--- src/rtl/alu_writeback_pkg.sv ---
// Shared definitions for the ALU writeback stage: opcodes, destinations,
// SFR addresses, PSW bit positions and the sequencing FSM state type.
package alu_writeback_pkg;

    typedef enum logic [3:0] {
        ALU_NOP  = 4'h0,
        ALU_ADD  = 4'h1,
        ALU_ADDC = 4'h2,
        ALU_SUBB = 4'h3,
        ALU_MUL  = 4'h4,
        ALU_DIV  = 4'h5,
        ALU_DA   = 4'h6,
        ALU_NOT  = 4'h7,
        ALU_ANL  = 4'h8,
        ALU_ORL  = 4'h9,
        ALU_XRL  = 4'hA,
        ALU_RL   = 4'hB,
        ALU_RLC  = 4'hC,
        ALU_RR   = 4'hD,
        ALU_RRC  = 4'hE,
        ALU_INC  = 4'hF
    } alu_op_e;

    typedef enum logic [1:0] {
        WB_DEST_ACC    = 2'd0,
        WB_DEST_B      = 2'd1,
        WB_DEST_DIRECT = 2'd2,
        WB_DEST_FLAGS  = 2'd3
    } wb_dest_e;

    typedef enum logic [1:0] {
        ST_IDLE   = 2'd0,
        ST_WAIT   = 2'd1,
        ST_COMMIT = 2'd2
    } wb_state_e;

    localparam logic [7:0] ACC_ADDR = 8'hE0;
    localparam logic [7:0] B_ADDR   = 8'hF0;
    localparam logic [7:0] PSW_ADDR = 8'hD0;

    localparam int PSW_CY = 7;
    localparam int PSW_AC = 6;
    localparam int PSW_OV = 2;
    localparam int PSW_P  = 0;

    localparam int CNT_W = 4;

    function automatic logic op_is_muldiv(input logic [3:0] op);
        return (op == ALU_MUL) || (op == ALU_DIV);
    endfunction

endpackage

--- src/rtl/wb_flag_mask.sv ---
// Decodes which PSW flags an opcode updates at commit, and whether it is a
// two-result MUL/DIV operation.
module wb_flag_mask
    import alu_writeback_pkg::*;
(
    input  logic [3:0] opcode,
    input  logic [1:0] dest,
    output logic       upd_cy,
    output logic       upd_ac,
    output logic       upd_ov,
    output logic       is_muldiv
);

    always_comb begin
        upd_cy    = 1'b0;
        upd_ac    = 1'b0;
        upd_ov    = 1'b0;
        is_muldiv = op_is_muldiv(opcode);
        case (opcode)
            ALU_ADD, ALU_ADDC, ALU_SUBB: begin
                upd_cy = 1'b1;
                upd_ac = 1'b1;
                upd_ov = 1'b1;
            end
            ALU_MUL, ALU_DIV: begin
                upd_cy = 1'b1;
                upd_ov = 1'b1;
            end
            ALU_RRC, ALU_RLC: upd_cy = 1'b1;
            // Logical ops only touch CY when used as a bit/flag operation.
            ALU_ORL, ALU_ANL: upd_cy = (dest == WB_DEST_FLAGS);
            default: ;
        endcase
    end

endmodule

--- src/rtl/alu_writeback.sv ---
// 8051 ALU writeback stage: times each ALU operation, commits results/flags
// into ACC, B, PSW (or a direct SFR write) and arbitrates against bus writes.
module alu_writeback
    import alu_writeback_pkg::*;
#(
    parameter int SETTLE_CYCLES = 1,
    parameter int MULDIV_EXTRA  = 2
) (
    input  logic       clock,
    input  logic       reset,
    input  logic       wb_start,
    input  logic [3:0] alu_opcode,
    input  logic [1:0] wb_dest,
    input  logic [7:0] wb_addr,
    input  logic [7:0] op_out_1,
    input  logic [7:0] op_out_2,
    input  logic       carry_out,
    input  logic       aux_carry_out,
    input  logic       overflow_out,
    input  logic       sfr_we,
    input  logic [7:0] sfr_addr,
    input  logic [7:0] sfr_wdata,
    output logic [7:0] acc,
    output logic [7:0] b_reg,
    output logic [7:0] psw,
    output logic       carry_in,
    output logic       aux_carry_in,
    output logic       out_we,
    output logic [7:0] out_addr,
    output logic [7:0] out_wdata,
    output logic       wb_busy,
    output logic       wb_done,
    output logic       start_err,
    output logic       sfr_conflict,
    output wb_state_e  fsm_state
);

    // Protocol: wb_start is accepted only in IDLE; wb_busy covers WAIT and
    // COMMIT, and wb_done marks the single COMMIT cycle whose results are
    // visible in the registers on the following cycle.

    wb_state_e          state;
    logic [CNT_W-1:0]   cnt;
    logic [3:0]         op_q;
    logic [1:0]         dest_q;
    logic [7:0]         addr_q;

    logic upd_cy, upd_ac, upd_ov, is_muldiv;
    logic commit, div_ovf, wr_acc, wr_b, wr_psw;
    logic bus_acc, bus_b, bus_psw, conflict;
    logic [7:0] acc_next, b_next, psw_next;

    wb_flag_mask u_flag_mask (
        .opcode    (op_q),
        .dest      (dest_q),
        .upd_cy    (upd_cy),
        .upd_ac    (upd_ac),
        .upd_ov    (upd_ov),
        .is_muldiv (is_muldiv)
    );

    always_comb begin
        commit  = (state == ST_COMMIT);
        div_ovf = commit && (op_q == ALU_DIV) && overflow_out;
        wr_acc  = commit && (is_muldiv ? !div_ovf : (dest_q == WB_DEST_ACC));
        wr_b    = commit && (is_muldiv ? !div_ovf : (dest_q == WB_DEST_B));
        wr_psw  = commit && (upd_cy || upd_ac || upd_ov);

        bus_acc  = sfr_we && (sfr_addr == ACC_ADDR);
        bus_b    = sfr_we && (sfr_addr == B_ADDR);
        bus_psw  = sfr_we && (sfr_addr == PSW_ADDR);
        conflict = (bus_acc && wr_acc) || (bus_b && wr_b) || (bus_psw && wr_psw);

        acc_next = acc;
        if (wr_acc)
            acc_next = op_out_1;
        else if (bus_acc)
            acc_next = sfr_wdata;

        b_next = b_reg;
        if (wr_b)
            b_next = is_muldiv ? op_out_2 : op_out_1;
        else if (bus_b)
            b_next = sfr_wdata;

        psw_next = psw;
        if (bus_psw && !wr_psw)
            psw_next = sfr_wdata;
        if (wr_psw) begin
            if (upd_cy) psw_next[PSW_CY] = div_ovf ? 1'b0 : carry_out;
            if (upd_ac) psw_next[PSW_AC] = aux_carry_out;
            if (upd_ov) psw_next[PSW_OV] = div_ovf ? 1'b1 : overflow_out;
        end
        // Parity tracks the ACC value of the next cycle; it is never written directly.
        psw_next[PSW_P] = ^acc_next;
    end

    always_ff @(posedge clock) begin
        if (reset) begin
            state        <= ST_IDLE;
            cnt          <= '0;
            op_q         <= ALU_NOP;
            dest_q       <= WB_DEST_ACC;
            addr_q       <= 8'h00;
            acc          <= 8'h00;
            b_reg        <= 8'h00;
            psw          <= 8'h00;
            start_err    <= 1'b0;
            sfr_conflict <= 1'b0;
        end else begin
            acc          <= acc_next;
            b_reg        <= b_next;
            psw          <= psw_next;
            start_err    <= wb_start && (state != ST_IDLE);
            sfr_conflict <= conflict;
            case (state)
                ST_IDLE: begin
                    if (wb_start) begin
                        op_q   <= alu_opcode;
                        dest_q <= wb_dest;
                        addr_q <= wb_addr;
                        cnt    <= op_is_muldiv(alu_opcode)
                                  ? CNT_W'(SETTLE_CYCLES + MULDIV_EXTRA)
                                  : CNT_W'(SETTLE_CYCLES);
                        state  <= ST_WAIT;
                    end
                end
                ST_WAIT: begin
                    if (cnt <= CNT_W'(1)) begin
                        cnt   <= '0;
                        state <= ST_COMMIT;
                    end else begin
                        cnt <= cnt - CNT_W'(1);
                    end
                end
                ST_COMMIT: state <= ST_IDLE;
                default:   state <= ST_IDLE;
            endcase
        end
    end

    always_comb begin
        carry_in     = psw[PSW_CY];
        aux_carry_in = psw[PSW_AC];
        wb_busy      = (state != ST_IDLE);
        wb_done      = commit && !reset;
        out_we       = commit && !reset && !is_muldiv && (dest_q == WB_DEST_DIRECT);
        out_addr     = out_we ? addr_q : 8'h00;
        out_wdata    = out_we ? op_out_1 : 8'h00;
        fsm_state    = state;
    end

endmodule

--- config.mk ---
export PLATFORM = sky130hd
export DESIGN_NAME = alu_writeback
export DESIGN_NICKNAME = d
export VERILOG_FILES = /design/src/rtl/alu_writeback_pkg.sv /design/src/rtl/wb_flag_mask.sv /design/src/rtl/alu_writeback.sv
export SDC_FILE = /design/constraint.sdc
export NUM_CORES = 1
export LEC_CHECK = 0
export CAP_MARGIN = 20
export CORE_MARGIN = 2
export CORE_UTILIZATION = 39
export CTS_BUF_LIST = sky130_fd_sc_hd__clkbuf_4 sky130_fd_sc_hd__clkbuf_8 sky130_fd_sc_hd__clkbuf_16
export CTS_CLUSTER_SIZE = 40
export DETAILED_ROUTE_END_ITERATION = 7
export GPL_ROUTABILITY_DRIVEN = 1
export GPL_TIMING_DRIVEN = 0
export PLACE_DENSITY = 0.74
export SLEW_MARGIN = 20
export SYNTH_ARGS = -nofsm -noshare
export SYNTH_HDL_FRONTEND = slang
export SYNTH_SLANG_ARGS = --single-unit
--- constraint.sdc ---
create_clock -name clock -period 1.65 [get_ports clock]
set_input_delay 0.33 -clock clock [delete_from_list [all_inputs] [get_ports clock]]
set_output_delay 0.33 -clock clock [all_outputs]
set_load 0.01 [all_outputs]
==> impl_metrics.csv, run 1 <==
group,metric,value,unit
outcome,outcome,"finished, violations left",
outcome,violations,"negative setup slack",
final_layout,layout_common_cells,"70 x clkdlybuf4s50_1, 38 x dfxtp_1, 31 x nand2_1",
synth,synth_top_area_cell,"dfxtp_1",
pwr,switching_power,764.1,uW
synth,synth_edf_count,0,
synth,syn_avg_cell_area,8.818,um2
place,placed_area,3711,um2
cts,clockRootBuffer,"clkbuf_8",
final_layout,mostFrequentLayoutCell,"clkdlybuf4s50_1",
final_layout,drive_above_1_share,28.24,%
sta,skew,0.01050,ns
place,dp_hpwl,5604,um
critical_path,required,1.32,ns
final_layout,finalNetCount,479,
route,dr_total_vias,2602,
cts,cts_buffers,5,
pwr,swShare,28.66,%
critical_path,crit_type,"reg -> out",
cts,cts_buffer_depth,2,
critical_path,timing.rr.start,"op_q[3]$_SDFFE_PP0P_",
synth,seq_area_frac_synth,35.76,%
synth,async_flop_share,0,%
route,drt_first_pass_iters,4,
critical_path,rr_worst_depth,9,
pwr,p_int,1.902,mW
route,final_antenna_net_count,0,
final_layout,regArea,940.9,um2
critical_path,cp_slowest_cell,"dfxtp_4",
cts,cts_hold_buf,0,
cts,clock-sinks,46,
sta,setup_viol,26,
critical_path,ff2ff_setup_slack,-0.09,ns
cts,h-tree-depth,2,
route,wl_per_cell,16.10,um
grt,grt_pass1_wl,12100,um
floorplanning,die_height,85.26,um
floorplanning,die_area,7268,um2
critical_path,regToRegEndpoint,"sfr_conflict$_SDFF_PP0_",
synth,synth_area,2575,um2
sta,whs,0.4526,ns
critical_path,cp.arrival,1.70,ns
grt,grt_use_total,20.96,%
pwr,p_per_area,632.5,nW/um2
critical_path,cp-end-kind,"output pin",
grt,grt_max_degree,14,
grt,grt_pass1_vias,2409,
cts,insertion_delay,0.30,ns
synth,synth_nets,347,
hold_path,hold_end,"addr_q[4]$_SDFFE_PP0P_",
sta,slew_headroom,57.97,%
sta,hold_violations,0,
final_layout,antenna_cells,0,
synth,synthTopCellsByArea,"dfxtp_1 36%, mux2i_1 8.6%, a211oi_1 7.0%",
final_layout,final_cells,502,
final_layout,design_area,4215,um2
route,drt_iter0_drc,108,
final_layout,num-fill-cells,512,
floorplanning,chipWidth,85.26,um
cts,clkTransAtPathRegs,0.09,ns
floorplanning,core_area,6350,um2
job,maxCapViolCount,0,
critical_path,path_cells,"nand2b_4 -> nor2_4 -> nand2_2 -> nor3_4 -> buf_12 -> buf_8 -> and2_4 -> buf_6",
place,io_buffers,101,
sta,fin_tns_setup,-6.307,ns
route,drc,0,
pwr,vdd_drop_max,0.0005467,V
final_layout,multi_input_area,1708,um2
final_layout,syn_to_final_growth,63.70,%
grt,grt_overflow,0,
synth,synth_top_area_share,35.76,%
route,wl,8083,um
sta,setup_slack,-0.3782,ns
pwr,share_comb_of_total_power,26.7,%
hold_path,min_from,"addr_q[4]$_SDFFE_PP0P_",
synth,syn_inst,292,
synth,synth.ff_latch_count,46,
sta,post-route-period-util,122.9,%
cts,tritoncts,"done",
place,dp.cells,470,
floorplanning,initial_core_util,40.55,%
critical_path,startpoint_type,"flop",
pwr,p_seq_share,45.6,%
critical_path,cpPeakStageDelay,0.35,ns
synth,synth.distinct_cells,47,
sta,worstMarginPinSlew,0.6304,ns
floorplanning,io_pins,102,
sta,min_period,2.028,ns
grt,antenna_found_initial,0,
critical_path,crit_fanout,7,
synth,ys.flop_type,"dfxtp_1",
sta,clock.fmax,0.4930,GHz
hold_path,holdPathStages,2,
floorplanning,rows,29,
sta,rsz0062_at_grt,"yes",
place,place.gp.congestion,0.8403,
sta,slew_violations,0,
route,vias_per_cell,5.183,
pwr,pwr-share-clk,27.6,%
hold_path,hp-class,"reg -> reg",
synth,ys_warn_count,0,
pwr,power.leakage,1.741,nW
==> cells by family (layout without fill, tap and decap cells) <==
family                   Yosys count  in the layout  synth area share [%]
flip-flops                        46             46                 35.76
adder cells (fa/ha/maj)            2              2                0.9717
AND/OR/NAND/NOR                  111            111                 23.03
multiplexers                      23             23                 8.989
buffers and inverters             24            157                 5.102
XOR/XNOR                          21             21                 7.143
AO/OA/AOI/OAI                     65             65                 19.00
==> worst max-delay path by stage <==
stage                               from      endpoint  slack, ns  cells after the start
4_1_cts             op_q[2]$_SDFFE_PP0P_  out_wdata[4]      -0.35                      8
3_5_place_dp                       reset  out_wdata[6]      -0.92                      7
3_3_place_gp                       reset  out_wdata[6]      -0.91                      7
2_1_floorplan  fsm_state[0]$_SDFFE_PP0P_   out_addr[5]     -0.009                      6
6_report       fsm_state[0]$_SDFFE_PP0P_  out_wdata[3]      -0.38                      8
5_1_grt        fsm_state[0]$_SDFFE_PP0P_  out_wdata[2]      -0.44                      8
==> critical path, delay by kind of cell (launching register included) <==
| family | cells | cell delay [ns] |
|---|---|---|
| and+or+nand+nor | 5 | 0.70 |
| buffers and inverters | 3 | 0.35 |
| DFF | 1 | 0.35 |
==> cell usage after synthesis, drive strengths merged, types with 2 or more instances <==
cell type and n:
dfxtp 46, nand2 32, a211oi 27, nor2 27
mux2i 22, a21oi 20, xnor2 19, and2 18
buf 12, clkbuf 8, nor2b 8, nor3 6
o21ai 6, inv 4, nand2b 4, nor3b 4
o21bai 4, ha 2, nand4 2, nand4b 2
nor4 2, xor2 2
==> through the flow <==
| stage | utilization (%) | setup WS [ns] | power [mW] |
|---|---|---|---|
| 6_report | 66.38 | -0.3782 | 2.666 |
| 4_1_cts | 61.58 | -0.3497 | 2.605 |
| 3_3_place_gp | 58.44 | -0.9089 | 1.857 |
| 3_5_place_dp | 58.44 | -0.9151 | 1.865 |
| 2_1_floorplan | - | -0.008729 | 1.576 |
| 5_1_grt | 66.38 | -0.4405 | 2.794 |
==> cell type report <==
cell class / count / share of cell area [%]
Multi-Input combinational cell: 222 / 40.52
Inverter: 4 / 0.3562
Clock inverter: 1 / 0.1187
Buffer: 18 / 2.909
Sequential cell: 46 / 22.32
Tap cell: 77 / 2.286
Timing Repair Buffer: 127 / 29.36
Clock buffer: 7 / 2.137
==> metal layers <==
metal	wire length [um]	share of wire, %	vias up	global-route usage [%]
met2	3899	48	111	35.87
met3	587	7.3	16	4.864
met1	3413	42	1199	26.73
li1	-	-	1276	-
met4	182	2.3	0	4.906
met5	0	0	-	0
==> power by group through the flow <==
| stage | Clock, mW | Combinational, mW | Sequential [mW] |
|---|---|---|---|
| floorplan | 0 | 0.329 | 1.25 |
| global placement | 0 | 0.614 | 1.24 |
| detailed placement | 0 | 0.621 | 1.24 |
| CTS | 0.741 | 0.641 | 1.22 |
| global route | 0.799 | 0.770 | 1.23 |
| finish | 0.737 | 0.713 | 1.22 |
==> repair_timing <==
item                                    in CTS  in global routing
gates cloned                                 2                  0
setup buffers                               15                 11
endpoints found under the setup margin      63                 48
pin swaps                                   16                 19
gates resized for setup                    103                 63
Power figures use the tool's default switching activity.
==> run 2: changes to the inputs <==
--- a/config.mk
+++ b/config.mk
@@ -18,3 +18,4 @@
 export SYNTH_ARGS = -nofsm -noshare
 export SYNTH_HDL_FRONTEND = slang
 export SYNTH_SLANG_ARGS = --single-unit
+export TNS_END_PERCENT = 5
==> run 2 against run 1 <==
- final cell count down 2.8%
- largest cell class unchanged
- hold slack about the same
- combinational power shrank 9.3%
- sequential power about the same
- the run still ends with negative setup slack left
- core utilization decreased by 4.2 points
- non-clock buffer count shrank 14
- sequential share of layout area rose by 1.4 points
- cell area is 6.4% lower
- count of clock-buffer cells in the layout did not move
- critical path depth did not move
==> impl_metrics.csv, run 2 (synthesis results as in run 1) <==
group,metric,value,unit
final_layout,final_cells,488,
route,final_antenna_net_count,0,
critical_path,required,1.32,ns
final_layout,antenna_cells,0,
critical_path,crit_fanout,7,
place,place_ws,-0.9151,ns
critical_path,cp.arrival,1.69,ns
grt,grt_overflow,0,
grt,grt_use_total,20.29,%
sta,fin_tns_setup,-6.146,ns
final_layout,layout_common_cells,"73 x clkdlybuf4s50_1, 39 x dfxtp_1, 31 x nand2_1",
cts,clkTransAtPathRegs,0.09,ns
final_layout,design_area,3946,um2
sta,min_period,2.018,ns
cts,tritoncts,"done",
grt,grt_max_degree,14,
final_layout,finalCoreUtilization,62.15,%
sta,skew,0.008657,ns
critical_path,cp-end-kind,"output pin",
sta,rsz0062_at_grt,"yes",
job,maxCapViolCount,0,
route,vias_per_cell,5.123,
sta,setup_viol,24,
sta,slew_headroom,60.93,%
outcome,violations,"negative setup slack",
final_layout,finalNetCount,465,
route,drt_first_pass_iters,4,
pwr,vdd_drop_max,0.0005753,V
final_layout,syn_to_final_growth,53.26,%
floorplanning,io_pins,102,
final_layout,drive_above_1_share,21.17,%
route,wl,7435,um
sta,clock.fmax,0.4956,GHz
cts,cts_buffer_depth,2,
critical_path,path_cells,"nand2b_4 -> nor2_4 -> nand2_2 -> nor3_4 -> buf_12 -> buf_8 -> and2_4 -> buf_6",
final_layout,mostFrequentLayoutCell,"clkdlybuf4s50_1",
place,dp_hpwl,5604,um
critical_path,cp_slowest_cell,"dfxtp_4",
critical_path,crit_type,"reg -> out",
sta,setup_slack,-0.3679,ns
cts,clock-sinks,46,
critical_path,cpPeakStageDelay,0.36,ns
floorplanning,die_area,7268,um2
grt,grt_pass1_wl,11760,um
pwr,p_per_area,658.1,nW/um2
pwr,power.leakage,1.615,nW
floorplanning,core_area,6350,um2
sta,worstMarginPinSlew,0.5861,ns
sta,hold_violations,0,
cts,clockRootBuffer,"clkbuf_8",
place,place.gp.congestion,0.8403,
route,drc,0,
critical_path,startpoint_type,"flop",
route,wl_per_cell,15.24,um
cts,h-tree-depth,2,
route,dr_total_vias,2500,
grt,grt_pass1_vias,2352,
cts,cts_buffers,5,
pwr,power,2.597,mW
sta,whs,0.4528,ns
cts,insertion_delay,0.29,ns
place,placed_area,3711,um2
floorplanning,chipWidth,85.26,um
outcome,outcome,"finished, violations left",
grt,antenna_found_initial,0,
final_layout,num-fill-cells,562,
place,io_buffers,101,
hold_path,hp-class,"reg -> reg",
floorplanning,initial_core_util,40.55,%
route,drt_iter0_drc,102,
place,dp.cells,470,
floorplanning,die_height,85.26,um
sta,post-route-period-util,122.3,%
sta,slew_violations,0,
floorplanning,rows,29,
[run 2: changes by cell type in the layout (fill, tap and decap cells not counted), sizes merged]
cell	change
buf	-13
clkdlybuf4s50	+3
dlygate4sd2	-2
dlymetal6s2s	-2
[run 2: path summary, 6_finish.rpt]
path                        startpoint                      to  slack (ns)  depth (start not counted)
max          fsm_state[0]$_SDFFE_PP0P_            out_wdata[1]       -0.37                          8
min             addr_q[4]$_SDFFE_PP0P_  addr_q[4]$_SDFFE_PP0P_        0.45                          2
min reg2reg     addr_q[4]$_SDFFE_PP0P_  addr_q[4]$_SDFFE_PP0P_        0.45                          2
max reg2reg       op_q[2]$_SDFFE_PP0P_   b_reg[6]$_SDFFE_PP0P_       -0.13                          9
[run 2: layer usage]
layer	global-route usage (%)	up-vias	share of wire (%)
li1	-	1257	-
met5	0	-	0
met2	34.16	93	47
met4	5.051	0	1.4
met1	26.07	1138	44
met3	4.961	12	7.3
[run 2: area by class of cell]
| class | count | area [um2] | area share (%) |
|---|---|---|---|
| Clock buffer | 7 | 90.09 | 2.283 |
| Buffer | 19 | 130.1 | 3.297 |
| Sequential cell | 46 | 934.6 | 23.68 |
| Clock inverter | 1 | 5.005 | 0.1268 |
| Inverter | 4 | 15.01 | 0.3805 |
| Timing Repair Buffer | 112 | 1072 | 27.17 |
| Tap cell | 77 | 96.34 | 2.441 |
| Multi-Input combinational cell | 222 | 1603 | 40.62 |
[run 2: critical path, delay by kind of cell (launching register included)]
kind	cells	cell delay [ns]
and+or+nand+nor	5	0.69
DFF	1	0.36
buffers and inverters	3	0.35
[run 2: what timing repair did]
| item | 4_1_cts | 5_1_grt |
|---|---|---|
| setup endpoints to repair | 63 | 54 |
| gates cloned | 1 | 0 |
| hold endpoints to repair | 0 | 0 |
| resized for setup | 100 | 22 |
| hold buffers | 0 | 0 |
| buffers inserted | 7 | 3 |
| pin swaps | 10 | 6 |
[run 2: report_power, final]
group	internal (mW)	total, mW	switching, mW
clock	0.355	0.728	0.373
sequential	1.17	1.22	0.0530
combinational	0.350	0.647	0.297
total	1.87	2.60	0.723
==> run 3: changes to the inputs <==
--- a/config.mk
+++ b/config.mk
@@ -12,7 +12,6 @@
 export CTS_CLUSTER_SIZE = 40
 export DETAILED_ROUTE_END_ITERATION = 7
 export GPL_ROUTABILITY_DRIVEN = 1
-export GPL_TIMING_DRIVEN = 0
 export PLACE_DENSITY = 0.74
 export SLEW_MARGIN = 20
 export SYNTH_ARGS = -nofsm -noshare
==> run 3 against run 2 <==
- the flow still finishes with violations (negative setup slack)
- combinational power increased by 8.0%
- sequential power hardly changed
- largest cell class unchanged
- core utilization up 3.4 points
- hold slack hardly changed
- total power fell by 0.18%
- worst setup slack worse by 0.050 ns
- first-iteration DRC count shrank 15%
- non-clock buffer count increased by 25
==> impl_metrics.csv, run 3 (synthesis results as in run 1) <==
group,metric,value,unit
hold_path,hold_end,"addr_q[5]$_SDFFE_PP0P_",
critical_path,path_cells,"nand2b_4 -> nor2_4 -> nand2_2 -> nor3_4 -> buf_6 -> buf_6 -> buf_6 -> and2_4 -> buf_6",
final_layout,multi_input_area,1592,um2
final_layout,drive_above_1_share,26.67,%
floorplanning,chipWidth,85.26,um
critical_path,cp_slowest_cell,"dfxtp_2",
floorplanning,core_area,6350,um2
critical_path,rr_worst_depth,7,
route,wl_per_cell,14.62,um
final_layout,finalNetCount,490,
grt,grt_pass1_wl,11950,um
pwr,p_per_area,622.9,nW/um2
floorplanning,die_height,85.26,um
outcome,violations,"negative setup slack",
critical_path,cp-end-kind,"output pin",
pwr,vdd_drop_max,0.0004145,V
critical_path,regToRegEndpoint,"psw[0]$_SDFF_PP0_",
final_layout,syn_to_final_growth,61.61,%
grt,groute.layer.met1.usage,25.16,%
critical_path,required,1.32,ns
cts,clkTransAtPathRegs,0.08,ns
sta,worstMarginPinSlew,0.4989,ns
grt,met2_usage,36.72,%
final_layout,antenna_cells,0,
hold_path,min_from,"addr_q[5]$_SDFFE_PP0P_",
floorplanning,io_pins,102,
place,io_buffers,101,
final_layout,num-fill-cells,532,
grt,grt_overflow,0,
outcome,outcome,"finished, violations left",
place,place.gp.congestion,0.8047,
grt,antenna_found_initial,0,
grt,grt_use_total,20.54,%
route,wl,7485,um
sta,slew_headroom,66.74,%
critical_path,crit_path_frequent_cell,"buf_6",
grt,grt_pass1_vias,2495,
route,drc,0,
critical_path,crit_fanout,4,
route,vias_per_cell,5.059,
hold_path,holdPathStages,2,
sta,slew_violations,0,
sta,min_period,2.068,ns
route,final_antenna_net_count,0,
critical_path,crit_type,"reg -> out",
sta,skew,0.004691,ns
pwr,power.leakage,1.770,nW
floorplanning,die_area,7268,um2
pwr,power,2.592,mW
job,maxCapViolCount,0,
critical_path,timing.rr.start,"op_q[2]$_SDFFE_PP0P_",
final_layout,mostFrequentLayoutCell,"clkdlybuf4s50_1",
sta,fin_tns_setup,-6.612,ns
critical_path,cpPeakStageDelay,0.32,ns
cts,cts_buffers,5,
place,dp_hpwl,5680,um
cts,h-tree-depth,2,
final_layout,regArea,927.1,um2
cts,clockRootBuffer,"clkbuf_8",
hold_path,hp-class,"reg -> reg",
route,drt_first_pass_iters,4,
sta,rsz0062_at_grt,"yes",
sta,setup_slack,-0.4180,ns
critical_path,startpoint_type,"flop",
grt,grt_max_degree,47,
route,dr_total_vias,2590,
floorplanning,rows,29,
cts,tritoncts,"done",
final_layout,finalCoreUtilization,65.54,%
route,drt_iter0_drc,87,
critical_path,ff2ff_setup_slack,-0.16,ns
grt,grt.met3_usage,5.350,%
cts,insertion_delay,0.29,ns
critical_path,cp.arrival,1.74,ns
cts,clock-sinks,46,
final_layout,layout_common_cells,"72 x clkdlybuf4s50_1, 41 x dfxtp_1, 41 x buf_4",
sta,hold_violations,0,
sta,clock.fmax,0.4836,GHz
floorplanning,initial_core_util,40.55,%
sta,post-route-period-util,125.3,%
cts,cts_buffer_depth,2,
sta,setup_viol,25,
grt,grt.busiest_layer,"met2",
[run 3: changes by cell type in the layout (fill, tap and decap cells not counted), sizes merged]
| cell | delta |
|---|---|
| clkdlybuf4s50 | -1 |
| dlygate4sd2 | +1 |
| clkbuf | -8 |
| clkinv | -1 |
| buf | +33 |
[run 3: worst max-delay path by stage]
stage                                          from                   to
after floorplan           fsm_state[0]$_SDFFE_PP0P_          out_addr[5]
after global placement                  sfr_addr[1]  psw[1]$_SDFFE_PP0N_
after detailed placement  fsm_state[0]$_SDFFE_PP0P_          out_addr[1]
after CTS                 fsm_state[0]$_SDFFE_PP0P_          out_addr[1]
after global routing      fsm_state[0]$_SDFFE_PP0P_         out_wdata[4]
final                     fsm_state[0]$_SDFFE_PP0P_          out_addr[6]
[run 3: per-stage QoR]
step	setup WS (ns)	instances	hold WS [ns]	instance area, um2
after floorplan	-0.008729	292	0.4317	2604
after global routing	-0.5301	512	0.4728	4161
after detailed placement	-0.4271	495	0.4422	3946
final	-0.4180	512	0.4529	4161
after CTS	-0.4462	511	0.4533	4081
after global placement	-0.4284	495	0.4383	3946
[run 3: metal layers]
layer	vias up	part of all wire (%)	wire, um
met4	0	0.77	58
met5	-	0	0
met2	74	50	3723
met1	1204	42	3177
li1	1304	-	-
met3	8	7.0	525
[run 3: critical path: cells and delay by family, from the launching register on]
kind	cells	cell delay [ns]
simple gates	5	0.70
flops	1	0.32
buf+inv	4	0.41
[run 3: final cells by class]
| type | count | share of cell area (%) |
|---|---|---|
| Multi-Input combinational cell | 222 | 38.24 |
| Timing Repair Buffer | 156 | 34.79 |
| Sequential cell | 46 | 22.28 |
| Tap cell | 77 | 2.315 |
| Clock buffer | 7 | 2.014 |
| Inverter | 4 | 0.3608 |
[run 3: where the power goes]
group / switching [mW] / internal, mW
logic: 0.318 / 0.382
clock network: 0.357 / 0.325
registers: 0.0410 / 1.17
[run 3: timing repair]
| item | in CTS | in global routing |
|---|---|---|
| setup buffers | 8 | 1 |
| pin swaps | 20 | 6 |
| gates resized for setup | 97 | 19 |
| endpoints found under the setup margin | 44 | 44 |
| hold buffers | 0 | 0 |
| gates cloned | 1 | 0 |
